==> config.mk <==
export PLATFORM = sky130hd
export DESIGN_NAME = mux16_w
export DESIGN_NICKNAME = d
export VERILOG_FILES = /design/src/rtl/mux16_w.sv
export SDC_FILE = /design/constraint.sdc
export NUM_CORES = 1
export LEC_CHECK = 0
export CAP_MARGIN = 20
export CORE_UTILIZATION = 32
export CTS_BUF_LIST = sky130_fd_sc_hd__clkbuf_4 sky130_fd_sc_hd__clkbuf_8
export CTS_CLUSTER_SIZE = 12
export DETAILED_ROUTE_END_ITERATION = 7
export GPL_TIMING_DRIVEN = 0
export PLACE_DENSITY = 0.89
export SLEW_MARGIN = 20
export SYNTH_ARGS = -nofsm -noshare
export SYNTH_HDL_FRONTEND = slang
export SYNTH_SLANG_ARGS = --single-unit
==> constraint.sdc <==
create_clock -name clk -period 4.45 [get_ports clk]
set_input_delay 0.6675 -clock clk [delete_from_list [all_inputs] [get_ports clk]]
set_output_delay 0.6675 -clock clk [all_outputs]
set_load 0.1 [all_outputs]
==> src/rtl/mux16_w.sv <==
// 16:1 word multiplexer used as the fetch-stage opcode decode table.
// Combinational selection on out, plus a registered copy on out_q.
module mux16_w #(
  parameter int unsigned BITS = 8
) (
  input  logic            clk,
  input  logic            nrst,
  input  logic [3:0]      addr,
  input  logic [BITS-1:0] in0,
  input  logic [BITS-1:0] in1,
  input  logic [BITS-1:0] in2,
  input  logic [BITS-1:0] in3,
  input  logic [BITS-1:0] in4,
  input  logic [BITS-1:0] in5,
  input  logic [BITS-1:0] in6,
  input  logic [BITS-1:0] in7,
  input  logic [BITS-1:0] in8,
  input  logic [BITS-1:0] in9,
  input  logic [BITS-1:0] in10,
  input  logic [BITS-1:0] in11,
  input  logic [BITS-1:0] in12,
  input  logic [BITS-1:0] in13,
  input  logic [BITS-1:0] in14,
  input  logic [BITS-1:0] in15,
  output logic [BITS-1:0] out,
  output logic [BITS-1:0] out_q
);

  logic [BITS-1:0] sel_s;
  logic [BITS-1:0] out_d;
  logic [BITS-1:0] out_r;

  // Word select; an unknown address in simulation falls to the default and yields X.
  always_comb begin
    sel_s = {BITS{1'b0}};
    case (addr)
      4'd0:    sel_s = in0;
      4'd1:    sel_s = in1;
      4'd2:    sel_s = in2;
      4'd3:    sel_s = in3;
      4'd4:    sel_s = in4;
      4'd5:    sel_s = in5;
      4'd6:    sel_s = in6;
      4'd7:    sel_s = in7;
      4'd8:    sel_s = in8;
      4'd9:    sel_s = in9;
      4'd10:   sel_s = in10;
      4'd11:   sel_s = in11;
      4'd12:   sel_s = in12;
      4'd13:   sel_s = in13;
      4'd14:   sel_s = in14;
      4'd15:   sel_s = in15;
      default: sel_s = {BITS{1'bx}};
    endcase
  end

  assign out   = sel_s;
  assign out_d = sel_s;

  // Pipelined copy of the selection; cleared asynchronously while nrst is low.
  always_ff @(posedge clk or negedge nrst) begin
    if (!nrst) begin
      out_r <= {BITS{1'b0}};
    end else begin
      out_r <= out_d;
    end
  end

  assign out_q = out_r;

endmodule

Yosys cells after proc, flatten, opt, wreduce, memory -nomap -nowiden
Cells that the tools add are included.
{"block": "totals", "n_memories": 0, "in_bits": 134, "wordCells": 18, "out_inout_bits": 16, "ram_bits": 0, "register_bits": 8, "romBits": 0, "latchBits": 0}
{"block": "classes", "n_lt_le_gt_ge": 0, "n_addsub": 0, "reduce_logical": 1, "n_eq_ne": 15, "muxes": 1, "div_mod_pow": 0, "mul": 0, "n_shift": 0, "bitwise_logic": 0}
{"cell": "8-bit case mux with 16 select lines", "count": 1}
{"cell": "4-bit equality test, second input constant", "count": 8}
{"cell": "4-bit by 3-bit equality test with 1-bit output, second input constant", "count": 4}
{"cell": "4-bit by 2-bit equality test with 1-bit output, second input constant", "count": 2}
{"cell": "4-bit by 1-bit equality test with 1-bit output, second input constant", "count": 1}
{"cell": "4-bit zero test", "count": 1}

Logic depth before layout (Yosys ltp)
{"block": "logic_depth", "depth_word": 2, "depth_mapped": 8, "mapped_depth_nobuf": 5}

Worst setup path after synthesis
Ideal clock, no wire load.
{"block": "synth_timing", "path_type": "input port to output port", "from": "input port addr[0]", "to": "output port out[4]", "cell_stages": 6, "path_buffers": 2, "setup_slack_ns": 0.680, "required_ns": 3.783, "t_arrival_ns": 3.102, "cell_sequence": "buf_6 > nor2b_1 > buf_4 > a22o_1 > a32oi_1 > a31oi_1"}
{"block": "synth_between", "elab_chain_cells": 2, "elab_cells_between_ends": 17, "cone_classes": "eq/ne (15); mux (1); reduce/logical (1)"}
{"element": "from (decl)", "line_no": "8", "text": "input logic [3:0] addr,"}
{"element": "4-bit equality test (tied with other cells)", "line_no": "36", "text": "case (addr)"}
{"element": "8-bit case mux with 16 select lines *", "line_no": "36"}
{"element": "to (decl)", "line_no": "25", "text": "output logic [BITS-1:0] out,"}
Mark *: on every way between the ends. The rest lies on a longest branch, timed or not.

Final worst setup path
{"block": "layout_timing", "from": "input port addr[3]", "to": "output port out[3]"}
The elaborated chain is that of the path after synthesis.

==> results.yml <==
power:
  combPwrFrac_pct: 72.1
  swShare_pct: 47.49
  finalPower_uw: 626.4
  switchingPower_uw: 297.5
  p_leak_nw: 1.182
  p_int_uw: 328.9
  vdd_drop_max_v: 0.0001211
  powerDensity_nw_per_um2: 208.5
  pwr-share-clk_pct: 14.0
  seq_power_share_pct: 13.9
sta:
  finalCritPeriodShare_pct: 97.68
  grt_setup_unrepaired: "no"
  hold_ws_ns: 0.7049
  setup_viol: 0
  tightest_slew_ns: 1.001
  tns_ns: 0
  min_period_ns: 4.347
  slew_headroom_pct: 33.16
  slew_viol_final: 0
  hold_viol_final: 0
  clock.fmax_ghz: 0.2301
  worst_slack_ns: 0.1031
grt:
  antenna_found_initial: 0
  grt.overflow.total: 0
  grt_pass1_wl_um: 10860
  grt_pass1_vias: 2325
  grt_usage_pct: 31.64
  grt_max_degree: 11
synth:
  ys_warn_count: 0
  synth.avg_cell_area_um2: 7.657
  syn_nets: 318
  synth_top_area_share_pct: 14.21
  synth.distinct_cells: 37
  syn-cell-area_um2: 1409
  ys_top_cells_by_area: "dfrtp_1, mux2i_1, a22oi_1"
  ys_seq_area_share_pct: 14.21
  syn-instance-count: 184
  synth_seq_cells: 8
  yosysTopAreaCell: "dfrtp_1"
detailed_routing:
  wire_per_inst_um: 19.25
  vias: 2257
  post-route-drc-count: 0
  postRouteAntennaNets: 0
  wirelength_um: 7410
  dr.max_layer_used: "met4"
  wl_met3_um: 794
  first_pass_iters: 5
  vias_per_cell: 5.862
  wl_met2_um: 3699
  m1WireLength_um: 2730
  drt_iter0_markers: 178
final_layout:
  syn_to_final_growth_pct: 113.2
  diodes: 0
  design_area_um2: 3004
  seq_area_um2: 200.2
  fillers: 349
  nets: 471
  largest_reg_flops: 8
  drive_gt1_share_pct: 8.657
  multi_input_area_um2: 1085
  final_core_util_pct: 73.00
  instances_no_fill: 385
setup_path:
  start_kind: "input pin"
  critical_path_arrival_ns: 3.68
  critPathKind: "in -> out"
  cp-startpoint: "addr[3]"
  worstSetupEndpointType: "output pin"
  cp_max_fo: 10
  cp.required_ns: 3.78
placement:
  placed_cell_area_um2: 2953
  io_buffers: 148
  place.gp.congestion: 0.9592
  dp.cells: 382
  dp_hpwl_um: 5912
  post-place-ws_ns: -0.02682
hold_path:
  hold_path_class: "in -> async"
clock_network:
  root_buffer: "clkbuf_8"
  cts_max_level: 1
  numCtsBuffers: 3
  cts_tree: "done"
  clk_path_buf_depth: 2
  clock_sinks: 8
  clkTransAtPathRegs_ns: 0.04
die:
  rows: 23
  core_um2: 4115
  io_pins: 150
  die_h_um: 68.35
  initial_core_util_pct: 34.24
  die-area_um2: 4672
  dieWidth_um: 68.35
flow_run:
  cap_violations: 0
run_status:
  outcome: "completed"
## layer usage
layer	vias to the layer above	track usage [%]
met1	1011	36.25
met5	-	0
li1	1053	-
met2	172	58.21
met4	0	14.06
met3	21	3.167
## cell families (layout without fill, tap and decap cells)
logic type             after synthesis  after routing  synth area share, %
AO/OA/AOI/OAI                       83             83                42.99
AND/OR/NAND/NOR                     54             54                19.54
buffers and inverters               20            171                8.792
multiplexers                        19             19                14.48
flip-flops                           8              8                14.21
## critical path, cell delays in order
cell             delay (ns)
clkdlybuf4s50_1        0.65
buf_4                  0.25
buf_4                  0.20
buf_4                  0.19
nand4_1                0.09
a31oi_1                0.27
o32a_1                 0.20
clkdlybuf4s50_1        1.15
## Yosys cell counts (all sizes together)
cell type	n
a21oi	16
buf	16
nor2	15
a22oi	12
mux2i	11
a32oi	9
nand3	9
a31oi	8
dfrtp	8
mux2	8
nor2b	8
nand2	7
o22ai	7
and3	5
o221ai	5
a22o	4
a311o	4
o21ai	4
a221oi	3
nor3	3
o32a	3
a211oi	2
a32o	2
clkbuf	2
inv	2
nand2b	2
nand3b	2
nor3b	2
o22a	2
a21boi	1
nand4	1
o31ai	1
## area by class of cell
class	instances	share of cell area, %
plain buffers	18	3.873
clock buffers	3	1.374
inverters	2	0.2499
multi-input cells	156	36.11
flip-flops and latches	8	6.664
well taps	50	2.082
repair buffers	148	49.65
## placed cells by master, fill, tap and decap left out, types with 2 or more instances in the layout
master,Yosys,routed
a31oi_1,8,8
a22oi_1,12,12
a221oi_1,3,3
clkbuf_8,0,3
buf_6,3,3
buf_2,9,9
buf_4,4,4
nand3b_1,2,2
mux2i_1,11,11
mux2_2,7,7
o221ai_1,5,5
clkdlybuf4s50_1,0,141
dlygate4sd2_1,0,2
a22o_1,4,4
a211oi_1,2,2
nor2_1,15,15
clkbuf_1,2,2
dfrtp_1,8,8
o22ai_1,7,7
and3_1,5,5
nor2b_1,8,8
nand2_1,7,7
o21ai_0,4,4
nor3b_1,2,2
a32oi_1,9,9
dlymetal6s2s_1,0,5
o22a_1,2,2
o32a_1,3,3
a21oi_1,16,16
nor3_1,3,3
a32o_1,2,2
a311o_1,4,4
nand3_1,9,9
## worst max-delay path by stage
stage          slack (ns)  cells past startpoint      to
4_1_cts              0.09                      9  out[2]
6_report             0.10                      8  out[3]
3_5_place_dp        -0.03                      8  out[5]
5_1_grt             0.007                      8  out[3]
2_1_floorplan        0.68                      6  out[4]
3_3_place_gp         0.03                      8  out[5]
## repair_timing
action | in CTS | in global routing
gates cloned | 0 | 0
resized for setup | 2 | 5
buffers inserted | 0 | 0
setup endpoints to repair | 2 | 5
hold buffers | 0 | 0
## power by group through the flow
| stage | clock network, mW | registers (mW) | logic (mW) |
|---|---|---|---|
| finish | 0.0878 | 0.0868 | 0.452 |
| global route | 0.0921 | 0.0883 | 0.471 |
| CTS | 0.0882 | 0.0871 | 0.450 |
| detailed placement | 0 | 0.0880 | 0.450 |
| global placement | 0 | 0.0875 | 0.445 |
| floorplan | 0 | 0.168 | 0.177 |
Power figures use the tool's default switching activity.
